### config.mk
export PLATFORM = sky130hd
export DESIGN_NAME = frac_lutk_cfg_tile
export DESIGN_NICKNAME = d
export VERILOG_FILES = /design/src/rtl/frac_lut_pkg.sv /design/src/rtl/frac_lut_cfg_chain.sv /design/src/rtl/frac_lutk_cfg_tile.sv
export SDC_FILE = /design/constraint.sdc
export NUM_CORES = 1
export LEC_CHECK = 0
export ABC_AREA = 1
export BUFFER_PORTS_ARGS = -buffer_cell sky130_fd_sc_hd__clkbuf_2
export CAP_MARGIN = 20
export CORE_MARGIN = 3
export CORE_UTILIZATION = 60
export DETAILED_ROUTE_END_ITERATION = 10
export PLACE_DENSITY = 0.8
export SETUP_SLACK_MARGIN = 0.15
export SLEW_MARGIN = 20
export SYNTH_ARGS = -nofsm -noshare
export SYNTH_HDL_FRONTEND = slang
export SYNTH_SLANG_ARGS = --single-unit
### constraint.sdc
create_clock -name prog_clk -period 1.7 [get_ports prog_clk]
set_input_delay 0.255 -clock prog_clk [delete_from_list [all_inputs] [get_ports prog_clk]]
set_output_delay 0.255 -clock prog_clk [all_outputs]
set_load 0.02 [all_outputs]
### src/rtl/frac_lut_pkg.sv
// frac_lut_pkg: shared FSM state type and sizing helpers for the LUT tile.
// FRAC_LUT_CFG_PARITY_EN appends an even-parity bit to the config chain.
package frac_lut_pkg;

  typedef enum logic [1:0] {
    UNCFG = 2'd0,
    SHIFT = 2'd1,
    CFGD  = 2'd2
  } cfg_state_t;

`ifdef FRAC_LUT_CFG_PARITY_EN
  localparam int CFG_PAR = 1;
`else
  localparam int CFG_PAR = 0;
`endif

  function automatic int cfg_len(
    input int k,
    input int mode_bits,
    input int parity
  );
    return (1 << k) + mode_bits + parity;
  endfunction

  function automatic int cnt_width(input int len);
    return $clog2(len + 1);
  endfunction

  // counter width of the default K=6, MODE_BITS=1 tile
  localparam int CNT_W_DEF = cnt_width(cfg_len(6, 1, CFG_PAR));

endpackage

### src/rtl/frac_lut_cfg_chain.sv
// frac_lut_cfg_chain: serial config chain, shift counter, load FSM.
// FRAC_LUT_CFG_PARITY_EN adds the running parity check and cfg_err.
module frac_lut_cfg_chain
  import frac_lut_pkg::*;
#(
  parameter int K         = 6,
  parameter int MODE_BITS = 1,
  parameter int CFG_LEN   = cfg_len(K, MODE_BITS, CFG_PAR)
) (
  input  logic               clk,
  input  logic               rst_n,
  input  logic               cfg_en,
  input  logic               ccff_head,
  output logic [CFG_LEN-1:0] chain,
  output logic               ccff_tail,
  output logic               cfg_done,
  output logic               cfg_err
);

  localparam int CNT_W = cnt_width(CFG_LEN);
  localparam logic [CNT_W-1:0] LAST = CNT_W'(CFG_LEN - 1);

  cfg_state_t       state;
  cfg_state_t       state_nxt;
  logic [CNT_W-1:0] cnt;
  logic             last_bit;
  logic             enter_shift;
  logic             enter_cfgd;

  // this edge shifts the final bit of the load
  assign last_bit    = (state == SHIFT) && (cnt == LAST);
  assign enter_shift = cfg_en && (state != SHIFT);
  assign enter_cfgd  = cfg_en && last_bit;
  assign ccff_tail   = chain[CFG_LEN-1];

  // state register
  always_ff @(posedge clk or negedge rst_n) begin
    if (!rst_n) state <= UNCFG;
    else        state <= state_nxt;
  end

  // next-state: cfg_en low pauses everything
  always_comb begin
    state_nxt = state;
    if (cfg_en) begin
      case (state)
        UNCFG:   state_nxt = SHIFT;
        SHIFT:   if (last_bit) state_nxt = CFGD;
        CFGD:    state_nxt = SHIFT;
        default: state_nxt = UNCFG;
      endcase
    end
  end

  // state outputs
  always_comb begin
    cfg_done = (state == CFGD);
  end

  // config shift register
  always_ff @(posedge clk or negedge rst_n) begin
    if (!rst_n)      chain <= '0;
    else if (cfg_en) chain <= {chain[CFG_LEN-2:0], ccff_head};
  end

  // shift counter, cleared on completion so it never wraps
  always_ff @(posedge clk or negedge rst_n) begin
    if (!rst_n) begin
      cnt <= '0;
    end else if (cfg_en) begin
      if (state != SHIFT) cnt <= CNT_W'(1);
      else if (last_bit)  cnt <= '0;
      else                cnt <= cnt + 1'b1;
    end
  end

`ifdef FRAC_LUT_CFG_PARITY_EN
  logic acc;

  // running xor of the load; the verdict latches on completion
  always_ff @(posedge clk or negedge rst_n) begin
    if (!rst_n) begin
      acc     <= 1'b0;
      cfg_err <= 1'b0;
    end else begin
      if (enter_shift) begin
        acc     <= ccff_head;
        cfg_err <= 1'b0;
      end else if (cfg_en) begin
        acc <= acc ^ ccff_head;
      end
      if (enter_cfgd) cfg_err <= acc ^ ccff_head;
    end
  end
`else
  logic flags_unused;
  assign flags_unused = enter_shift ^ enter_cfgd;
  assign cfg_err = 1'b0;
`endif

endmodule

### src/rtl/frac_lutk_cfg_tile.sv
// frac_lutk_cfg_tile: K-input LUT fracturable into 2^F LUT(K-F) outputs.
// FRAC_LUT_CFG_PARITY_EN: chain gains a trailing parity bit, gates on error.
module frac_lutk_cfg_tile
  import frac_lut_pkg::*;
#(
  parameter int K         = 6,
  parameter int F         = 1,
  parameter int MODE_BITS = 1
) (
  input  logic                prog_clk,
  input  logic                pReset,
  input  logic                cfg_en,
  input  logic                ccff_head,
  output logic                ccff_tail,
  output logic                cfg_done,
  output logic                cfg_err,
  input  logic [K-1:0]        lut_in,
  output logic                lut_k_out,
  output logic [(1<<F)-1:0]   lut_frac_out
);

  localparam int CFG_LEN = cfg_len(K, MODE_BITS, CFG_PAR);
  localparam int NSRAM   = 1 << K;
  localparam int SUB     = 1 << (K - F);
  localparam int NFRAC   = 1 << F;

  logic [CFG_LEN-1:0]   chain;
  logic [NSRAM-1:0]     sram;
  logic [MODE_BITS-1:0] mode;
  logic                 live;
  logic                 k_raw;
  logic [NFRAC-1:0]     frac_raw;
  logic                 mode_unused;

  frac_lut_cfg_chain #(
    .K         (K),
    .MODE_BITS (MODE_BITS),
    .CFG_LEN   (CFG_LEN)
  ) u_chain (
    .clk       (prog_clk),
    .rst_n     (pReset),
    .cfg_en    (cfg_en),
    .ccff_head (ccff_head),
    .chain     (chain),
    .ccff_tail (ccff_tail),
    .cfg_done  (cfg_done),
    .cfg_err   (cfg_err)
  );

  // a parity bit, when present, sits below the truth table at chain[0]
  assign sram = chain[NSRAM-1+CFG_PAR : CFG_PAR];
  assign mode = chain[NSRAM+MODE_BITS-1+CFG_PAR : NSRAM+CFG_PAR];
  assign mode_unused = ^mode;

`ifdef FRAC_LUT_CFG_PARITY_EN
  logic par_unused;
  assign par_unused = chain[0];
`endif

  assign k_raw = sram[lut_in];

  for (genvar j = 0; j < NFRAC; j++) begin : g_frac
    logic [SUB-1:0] seg;
    assign seg         = sram[j*SUB +: SUB];
    assign frac_raw[j] = seg[lut_in[K-F-1:0]];
  end

  assign live = cfg_done & ~cfg_err;

  // mode select and gating until a clean configuration is in place
  always_comb begin
    lut_k_out    = live & ~mode[0] & k_raw;
    lut_frac_out = '0;
    if (live && mode[0]) lut_frac_out = frac_raw;
  end

endmodule
==> results of run 1 <==
==> worst max-delay path, cell delays in order, from the launching register on <==
cell and delay (ns):
dfrtp_1 0.40, nand2_1 0.07, nand3_1 0.07, nand3_1 0.07, nand2_1 0.08, nand2_1 0.07, nand2_1 0.06, nand2_2 0.08
nand2_1 0.05, nor2_1 0.12, nor2_2 0.05, clkbuf_8 0.14
==> how the worst max path moves through the flow <==
| stage | start | endpoint | slack [ns] | depth (start not counted) |
|---|---|---|---|---|
| 5_1_grt | u_chain.chain[61] | lut_k_out | -0.32 | 11 |
| 3_3_place_gp | lut_in[0] | lut_k_out | -0.04 | 13 |
| 6_report | u_chain.chain[13] | lut_k_out | -0.17 | 11 |
| 4_1_cts | u_chain.chain[24] | lut_k_out | -0.14 | 11 |
| 3_5_place_dp | lut_in[0] | lut_k_out | -0.03 | 13 |
| 2_1_floorplan | lut_in[0] | lut_frac_out[0] | 0.17 | 11 |
==> area by class of cell <==
cell class | instances | share of cell area (%)
Sequential cell | 74 | 44.7
Inverter | 45 | 4.26
Multi-Input combinational cell | 311 | 33.9
Tap cell | 72 | 2.17
Clock inverter | 4 | 1.75
Timing Repair Buffer | 49 | 9.30
Clock buffer | 12 | 3.98
==> power groups by stage <==
| stage | combinational [mW] | sequential [mW] | clock (mW) |
|---|---|---|---|
| after floorplan | 0.616 | 2.26 | 0 |
| after global placement | 0.798 | 2.31 | 0 |
| after detailed placement | 0.827 | 2.32 | 0 |
| after CTS | 0.942 | 2.27 | 1.60 |
| after global routing | 1.13 | 2.31 | 1.69 |
| final | 0.988 | 2.27 | 1.59 |
==> per-layer routing <==
| layer | GRT usage (%) | vias to the layer above |
|---|---|---|
| li1 | - | 1513 |
| met1 | 32.6 | 1455 |
| met2 | 38.2 | 86 |
| met3 | 4.27 | 19 |
| met4 | 11.6 | 0 |
| met5 | 0 | - |
==> cell usage in the layout, fill, tap and decap left out, drive strengths merged <==
cell         Yosys  layout
nor2             9       9
nand2          165     165
dfrtp           74      74
dlygate4sd3      0       1
nor3             4       4
a22oi            1       1
ha               2       2
a41oi            1       1
conb             1       1
clkinv           0       1
inv             45      45
o21ai           68      68
a31oi            1       1
a211oi           1       1
a21oi            3       3
nor3b            1       1
bufinv           0       2
nand3           53      53
clkbuf           9      23
buf             18      37
xor2             1       1
clkinvlp         0       1
==> registers in the layout, indices dropped and copies added (netlist names) <==
signal / count
u_chain.chain: 65
u_chain.state: 2
u_chain.cnt: 7
==> repair_timing <==
item,CTS,global route
endpoints found under the hold margin,74,0
cloned,0,0
buffers inserted,15,3
hold buffers,1,0
pin swaps,12,7
setup endpoints to repair,3,8
resized for setup,4,14
==> through the flow <==
step	area [µm²]	power, mW	setup WS (ns)	hold slack (ns)	cells
4_1_cts	4080	4.81	-0.144	0.129	564
3_3_place_gp	3700	3.11	-0.0365	0.311	532
6_report	4150	4.85	-0.173	0.126	567
2_1_floorplan	3580	2.88	0.167	-0.0406	457
5_1_grt	4150	5.13	-0.318	0.161	567
3_5_place_dp	3700	3.14	-0.0310	0.313	532
==> cells by family after synthesis <==
group,synth area share [%]
AND/OR/NAND/NOR,26.5
AO/OA/AOI/OAI,10.8
flip-flops,51.8
buffers and inverters,9.90
adder cells (fa/ha/maj),0.700
XOR/XNOR,0.245
other,0.105
==> out/metrics.csv, run 1 <==
metric,value,unit
Psw,1.44,mW
ys async rst share,100,%
worst r2r dst,u_chain.cnt[6],
Clock power frac,32.8,%
antenna-violating nets left,0,
highest net fanout along the worst path,2,
Yosys top cell area share,51.8,%
Longest Clk Path Bufs,2,
chip height,83.2,µm
wire length of the first global-routing pass,13.7,mm
max-cap violation count,0,
die area,6920,µm²
failing checks,setup timing,
Startpoint Class,flop,
pwr dens,1170,nW/µm²
Post-Syn Nets,469,
vias in the first global route,3025,
HPWL after DPL,4.69,mm
share of cells above drive strength 1,15.2,%
die width,83.2,µm
wire length on met2,3.62,mm
final setup vio count,3,
sw frac,29.7,%
Worst VDD drop,800,µV
layout net count,502,
Synth Instances,457,
Reg power frac,46.9,%
sequential-to-total area share from yosys stat,51.8,%
leakage,1.99,nW
Port Buf Inserts,14,
Logic pwr share,20.4,%
FF-to-FF setup slack,0.28,ns
Mapped Area,3570,µm²
Hold Path Sink,u_chain.chain[0],
Area Growth Syn to Fin,16.0,%
Slew @ Worst Pin,0.565,ns
leading area contributor after synthesis,dfrtp_1,
initial antenna violation count,0,
largest cells by area after synthesis,"dfrtp_1 (52%), nand2_1 (17%), o21ai_0 (9.5%)",
Starting Density,63.4,%
largest net degree at the start of global routing,75,
fill count,398,
Synth Flop Type,dfrtp_1,
Final Max Slew Viols,0,
Hold Crit Class,in2reg,
Multi-input gate area,1400,µm²
CP arrival,1.62,ns
Critical R2R Launch,u_chain.cnt[0],
worst hold stages,3,
routed via count,3073,
worst r2r path cells,7,
H-tree level count,3,
WP data required,1.44,ns
GRT Resource Usage Total,24.2,%
final count of hold timing violations,0,
sequential cell area,1850,µm²
CTS tree,yes,
Yosys warnings,0,
Rel. slew slack,62.3,%
Setup crit end kind,output pin,
Root Driver,clkbuf_8,
Worst Skew,0.00589,ns
synth cell count leaders,"nand2_1 (165), dfrtp_1 (74), o21ai_0 (68)",
Max Used Layer,met4,
# DRC,0,
Tmin final,1.87,ns
internal power,3.41,mW
drt wl/cell,13.6,µm
setup TNS,-0.358,ns
DR pass1 iterations,4,
metal3 WL,355,µm
dominant cell by count in the synthesized netlist,nand2_1,
Post-Route WL,7.72,mm
Setup CP Type,reg2out,
RSZ-0062 raised after global routing,true,
count of cell types in the netlist,23,
DRT iter0 DRCs,260,
PnR worst setup slack,-0.173,ns
Post-synth EDFFs,0,
Final Cycle Share,110,%
DRT met1 WL,3.55,mm
fmax,534,MHz
post-layout util,73.5,%
hold wc startpoint,ccff_head,
clock buffer count from CTS,9,
CTS sink count,74,
Final GP Congestion,0.798,
ant diodes,0,
grt total ovfl,0,
status,"complete, but fails checks",
row count,27,
# IOs,16,
Core Area,5640,µm²
"Clk Latency, worst-skew pair",0.34,ns
"Clk pin slew, worst setup/hold paths",0.07,ns
Synth Area per Inst,7.82,µm²
"FF+latch count, synth",74,
Vias/cell,5.42,
Power figures use the tool's default switching activity.
==> run 2, diff against run 1 <==
- CORE_UTILIZATION: 60 -> 45
- PLACE_DENSITY: 0.8 -> 0.63
==> run 2 against run 1 <==
The run still ends with setup timing left. Critical path type unchanged. Core utilization shrank 19 points. Largest cell class unchanged. Critical path depth is the same. Die area grew 31%.
==> out/metrics.csv, run 2 (synthesized netlist as in run 1, its figures left out) <==
metric,value,unit,change
Root Driver,clkbuf_8,,
row count,31,,+15%
Final Cycle Share,113,%,+2.4 points
fill count,730,,+83%
ant diodes,0,,unchanged
leakage,1.93,nW,-3.1%
grt total ovfl,0,,unchanged
Worst Skew,0.0107,ns,+0.00479 ns
fmax,523,MHz,-2.1%
vias in the first global route,2851,,-5.8%
Tmin final,1.91,ns,+0.0410 ns
die width,95.1,µm,+14%
sequential cell area,1850,µm²,unchanged
Longest Clk Path Bufs,2,,unchanged
# DRC,0,,unchanged
Hold WS,0.112,ns,-0.0138 ns
Setup CP Type,reg2out,,
Top reg by flops,u_chain.chain,,
"Clk pin slew, worst setup/hold paths",0.08,ns,about the same
Multi-input gate area,1420,µm²,+0.98%
final setup vio count,3,,unchanged
top flop regs,"u_chain.chain x65, u_chain.cnt x7, u_chain.state x2",,
GRT Resource Usage Total,19.1,%,-5.2 points
Hold Crit Class,in2reg,,
HPWL after DPL,5.03,mm,+7.4%
antenna-violating nets left,0,,unchanged
CP arrival,1.66,ns,+0.04 ns
CTS tree,yes,,
cell area after layout,4100,µm²,-1.1%
CTS sink count,74,,unchanged
RSZ-0062 raised after global routing,true,,
Rel. slew slack,60.5,%,-1.8 points
layout net count,493,,-1.8%
Startpoint Class,flop,,
# IOs,16,,unchanged
chip height,95.1,µm,+14%
"most common cell after layout, fill and taps aside",nand2_1,,
DRT iter0 DRCs,170,,-35%
Total Power,4.48,mW,-7.8%
Vias/cell,5.04,,-7.1%
wire length of the first global-routing pass,13.5,mm,-1.6%
drt wl/cell,13.2,µm,-2.8%
highest net fanout along the worst path,3,,+1
pwr dens,1090,nW/µm²,-6.8%
PnR worst setup slack,-0.214,ns,-0.0410 ns
Port Buf Inserts,14,,unchanged
failing checks,setup timing,,
Final Max Slew Viols,0,,unchanged
highest-count cells in the layout ignoring fill and taps,"nand2_1 (163), dfrtp_1 (74), o21ai_0 (68)",,
status,"complete, but fails checks",,
Slew @ Worst Pin,0.592,ns,+0.0273 ns
"Clk Latency, worst-skew pair",0.35,ns,about the same
Final GP Congestion,0.800,,+0.29%
DR pass1 iterations,4,,unchanged
share of cells above drive strength 1,14.0,%,-1.2 points
die area,9050,µm²,+31%
max reg flops,65,,unchanged
clock buffer count from CTS,9,,unchanged
H-tree level count,3,,unchanged
Setup crit end kind,output pin,,
Core Area,7490,µm²,+33%
Post-Route WL,7.74,mm,+0.26%
final count of hold timing violations,0,,unchanged
largest net degree at the start of global routing,67,,-11%
initial antenna violation count,0,,unchanged
dpl cell area,3740,µm²,+1.0%
max-cap violation count,0,,unchanged
Area Growth Syn to Fin,14.7,%,
routed via count,2947,,-4.1%
Starting Density,47.8,%,-16 points
Worst VDD drop,856,µV,+7.1%
FF-to-FF setup slack,0.36,ns,+0.08 ns
WP data required,1.44,ns,about the same
## run 2: cell count changes in the layout (fill, tap and decap cells not counted), sizes merged
cell / previous run / this run
buf: 37 / 27
bufinv: 2 / 0
clkbuf: 23 / 22
clkinv: 1 / 3
clkinvlp: 1 / 2
inv: 45 / 46
## run 2: worst paths after layout
check | endpoint | startpoint | depth (start not counted)
max in group asynchronous | u_chain.chain[61] | pReset | 3
min in group asynchronous | u_chain.chain[29] | pReset | 2
min reg2reg | u_chain.cnt[6] | u_chain.cnt[6] | 1
min | u_chain.chain[0] | ccff_head | 3
max reg2reg | u_chain.state[1] | u_chain.cnt[0] | 7
max | lut_k_out | u_chain.chain[63] | 11
## run 2: critical path, cell delays in order, from the launching register on
cell and delay, ns:
dfrtp_1 0.40, nand2_1 0.09, nand3_2 0.09, nand3_2 0.06, nand2_1 0.06, nand2_1 0.04, nand3_1 0.09, nand2_2 0.07
nand2_1 0.06, nand2_1 0.06, nor2_2 0.13, clkbuf_8 0.17
## run 2: power breakdown
part	switching, mW	internal, mW
sequential	0.210	2.06
clock	0.687	0.584
combinational	0.554	0.377
total	1.45	3.02
## run 2: metrics by stage
step | cells | worst slack [ns] | util [%] | TNS [ns]
6_report | 585 | -0.214 | 54.8 | -0.340
5_1_grt | 585 | -0.365 | 54.8 | -0.777
4_1_cts | 583 | -0.188 | 54.0 | -0.421
3_5_place_dp | 556 | -0.103 | 50.0 | -0.185
3_3_place_gp | 556 | -0.0922 | 50.0 | -0.166
2_1_floorplan | 457 | 0.167 | - | 0
## run 2: per-layer routing
layer  vias up  track usage (%)  routed length, µm
met5         -                0                  0
met4         0             6.13                102
met3         9             4.18                269
met2        54             30.2               3620
met1      1387             26.0               3750
li1       1497                -                  -
## run 2: repair_timing
item,CTS,global route
resized for setup,6,12
hold endpoints to repair,24,0
cloned,0,0
setup buffers,10,2
hold buffers,1,0
setup endpoints to repair,3,4
pin swaps,7,4
## run 2: area by class of cell
class                   count  share of cell area, %
repair buffers             40                   8.39
inverters                  45                   4.30
well taps                  99                   3.02
clock inverters             6                   1.22
clock buffers              10                   3.36
multi-input cells         311                   34.6
flip-flops and latches     74                   45.1
==> run 3, diff against run 2 <==
- CORE_MARGIN: 3 -> 2
==> run 3 against run 2 <==
The run still ends with setup timing left. First-iteration DRC count increased by 1.8%. Non-clock buffer count increased by 17. Cell area increased by 3.9%. Routed wire length increased by 1.1%. Clock power increased by 17%. Maximum frequency increased by 5.5%. Via count increased by 1.6%. Core utilization increased by 0.34 points. Global-route usage increased by 0.60 points. Sequential cell count unchanged. Largest cell class unchanged. Largest power group unchanged.
==> out/metrics.csv, run 3 (synthesized netlist as in run 1, its figures left out) <==
metric,value,unit,change
antenna-violating nets left,0,,unchanged
CTS sink count,74,,unchanged
DR pass1 iterations,4,,unchanged
Starting Density,46.3,%,-1.5 points
die area,8670,µm²,-4.2%
post-layout util,55.1,%,+0.34 points
CP arrival,1.56,ns,-0.10 ns
clock buffer count from CTS,9,,unchanged
GRT Resource Usage Total,19.7,%,+0.60 points
Post-Route WL,7.82,mm,+1.1%
highest net fanout along the worst path,2,,-1
CTS tree,yes,,
Psw,1.47,mW,+1.4%
Root Driver,clkbuf_8,,
die width,93.1,µm,-2.1%
dpl cell area,3760,µm²,+0.43%
"Clk pin slew, worst setup/hold paths",0.07,ns,about the same
grt total ovfl,0,,unchanged
Rel. slew slack,62.2,%,+1.7 points
layout net count,510,,+3.4%
Worst VDD drop,607,µV,-29%
cell area after layout,4260,µm²,+3.9%
setup TNS,-0.247,ns,+0.0933 ns
"Clk Latency, worst-skew pair",0.35,ns,about the same
Hold Crit Class,in2reg,,
Reg power frac,47.3,%,-3.5 points
placed cell count,559,,+0.54%
# IOs,16,,unchanged
sw frac,30.6,%,-1.9 points
Clock power frac,31.0,%,+2.6 points
drt wl/cell,12.9,µm,-2.2%
H-tree level count,3,,unchanged
chip height,93.1,µm,-2.1%
post-route insts no fill,605,,+3.4%
"most common cell after layout, fill and taps aside",nand2_1,,
max reg flops,65,,unchanged
top flop regs,"u_chain.chain x65, u_chain.cnt x7, u_chain.state x2",,
max-cap violation count,0,,unchanged
internal power,3.34,mW,+11%
routed via count,2994,,+1.6%
Logic pwr share,21.7,%,+0.9 points
pwr dens,1130,nW/µm²,+3.5%
Tmin final,1.81,ns,-0.0996 ns
vias in the first global route,2881,,+1.1%
HPWL after DPL,4.99,mm,-0.90%
Setup crit end kind,output pin,,
largest net degree at the start of global routing,69,,+3.0%
Worst Skew,0.0111,ns,+0.000381 ns
Final Cycle Share,107,%,-5.9 points
Top reg by flops,u_chain.chain,,
row count,32,,+3.2%
fill count,722,,-1.1%
highest-count cells in the layout ignoring fill and taps,"nand2_1 (162), dfrtp_1 (74), o21ai_0 (68)",,
DRT iter0 DRCs,173,,+1.8%
ant diodes,0,,unchanged
wire length of the first global-routing pass,13.5,mm,+0.30%
Setup CP Type,reg2out,,
Port Buf Inserts,14,,unchanged
Final Max Slew Viols,0,,unchanged
Core Area,7730,µm²,+3.2%
Area Growth Syn to Fin,19.2,%,
final setup vio count,3,,unchanged
RSZ-0062 raised after global routing,true,,
Total Power,4.81,mW,+7.6%
initial antenna violation count,0,,unchanged
fmax,551,MHz,+5.5%
Longest Clk Path Bufs,2,,unchanged
PnR worst setup slack,-0.114,ns,+0.0996 ns
share of cells above drive strength 1,16.7,%,+2.7 points
Vias/cell,4.95,,-1.8%
WP data required,1.44,ns,about the same
final count of hold timing violations,0,,unchanged
Startpoint Class,flop,,
Final GP Congestion,0.782,,-2.2%
leakage,2.03,nW,+5.3%
Slew @ Worst Pin,0.567,ns,-0.0255 ns
# DRC,0,,unchanged
failing checks,setup timing,,
status,"complete, but fails checks",,
[run 3: through the flow]
stage	setup slack, ns	hold WS [ns]
floorplan	0.167	-0.0406
global placement	-0.0420	0.175
detailed placement	-0.0539	0.182
CTS	-0.155	0.127
global route	-0.235	0.135
finish	-0.114	0.129
[run 3: what timing repair did]
item / 4_1_cts / 5_1_grt
buffers inserted: 22 / 7
gates resized for setup: 4 / 13
hold buffers: 1 / 0
endpoints found under the setup margin: 3 / 4
endpoints found under the hold margin: 22 / 0
gates cloned: 0 / 0
pin swaps: 20 / 10
[run 3: critical path, cell delays in order, from the launching register on]
cell,delay [ns]
dfrtp_1,0.40
nand2_1,0.08
nand3_1,0.07
nand3_1,0.08
nand2_1,0.05
nand2_1,0.05
nand2_1,0.05
nand2_1,0.09
nand2_2,0.06
nor2_2,0.09
nor2_2,0.05
clkbuf_8,0.14
[run 3: path summary, 6_finish.rpt]
| kind | start | endpoint | slack, ns | cells past startpoint |
|---|---|---|---|---|
| max in group asynchronous | pReset | u_chain.chain[11] | 0.77 | 3 |
| min in group asynchronous | pReset | u_chain.chain[42] | 0.34 | 2 |
| min | ccff_head | u_chain.chain[0] | 0.13 | 3 |
| max reg2reg | u_chain.cnt[0] | u_chain.cnt[3] | 0.36 | 6 |
| max | u_chain.chain[11] | lut_k_out | -0.11 | 11 |
| min reg2reg | u_chain.cnt[6] | u_chain.cnt[6] | 0.50 | 1 |
[run 3: area by class of cell]
cell class / count / area (µm²) / share of cell area (%)
sequential: 74 / 1850 / 43.5
clock inverter: 7 / 93.8 / 2.20
inverter: 45 / 176 / 4.14
timing repair buffer: 57 / 478 / 11.2
tap: 102 / 128 / 3.00
multi-input combinational: 311 / 1410 / 33.1
clock buffer: 9 / 124 / 2.91
[run 3: power by group through the flow]
stage	Clock (mW)	Combinational [mW]	Sequential, mW
after detailed placement	0	0.838	2.33
after floorplan	0	0.616	2.26
final	1.49	1.04	2.28
after global routing	1.60	1.21	2.32
after global placement	0	0.809	2.33
after CTS	1.52	0.998	2.28
[run 3: layer usage]
metal	GRT usage (%)	wire, µm	vias to the layer above
met5	0	0	-
met4	5.88	115	0
met3	4.43	250	9
met2	30.6	3660	39
met1	27.6	3800	1416
li1	-	-	1530
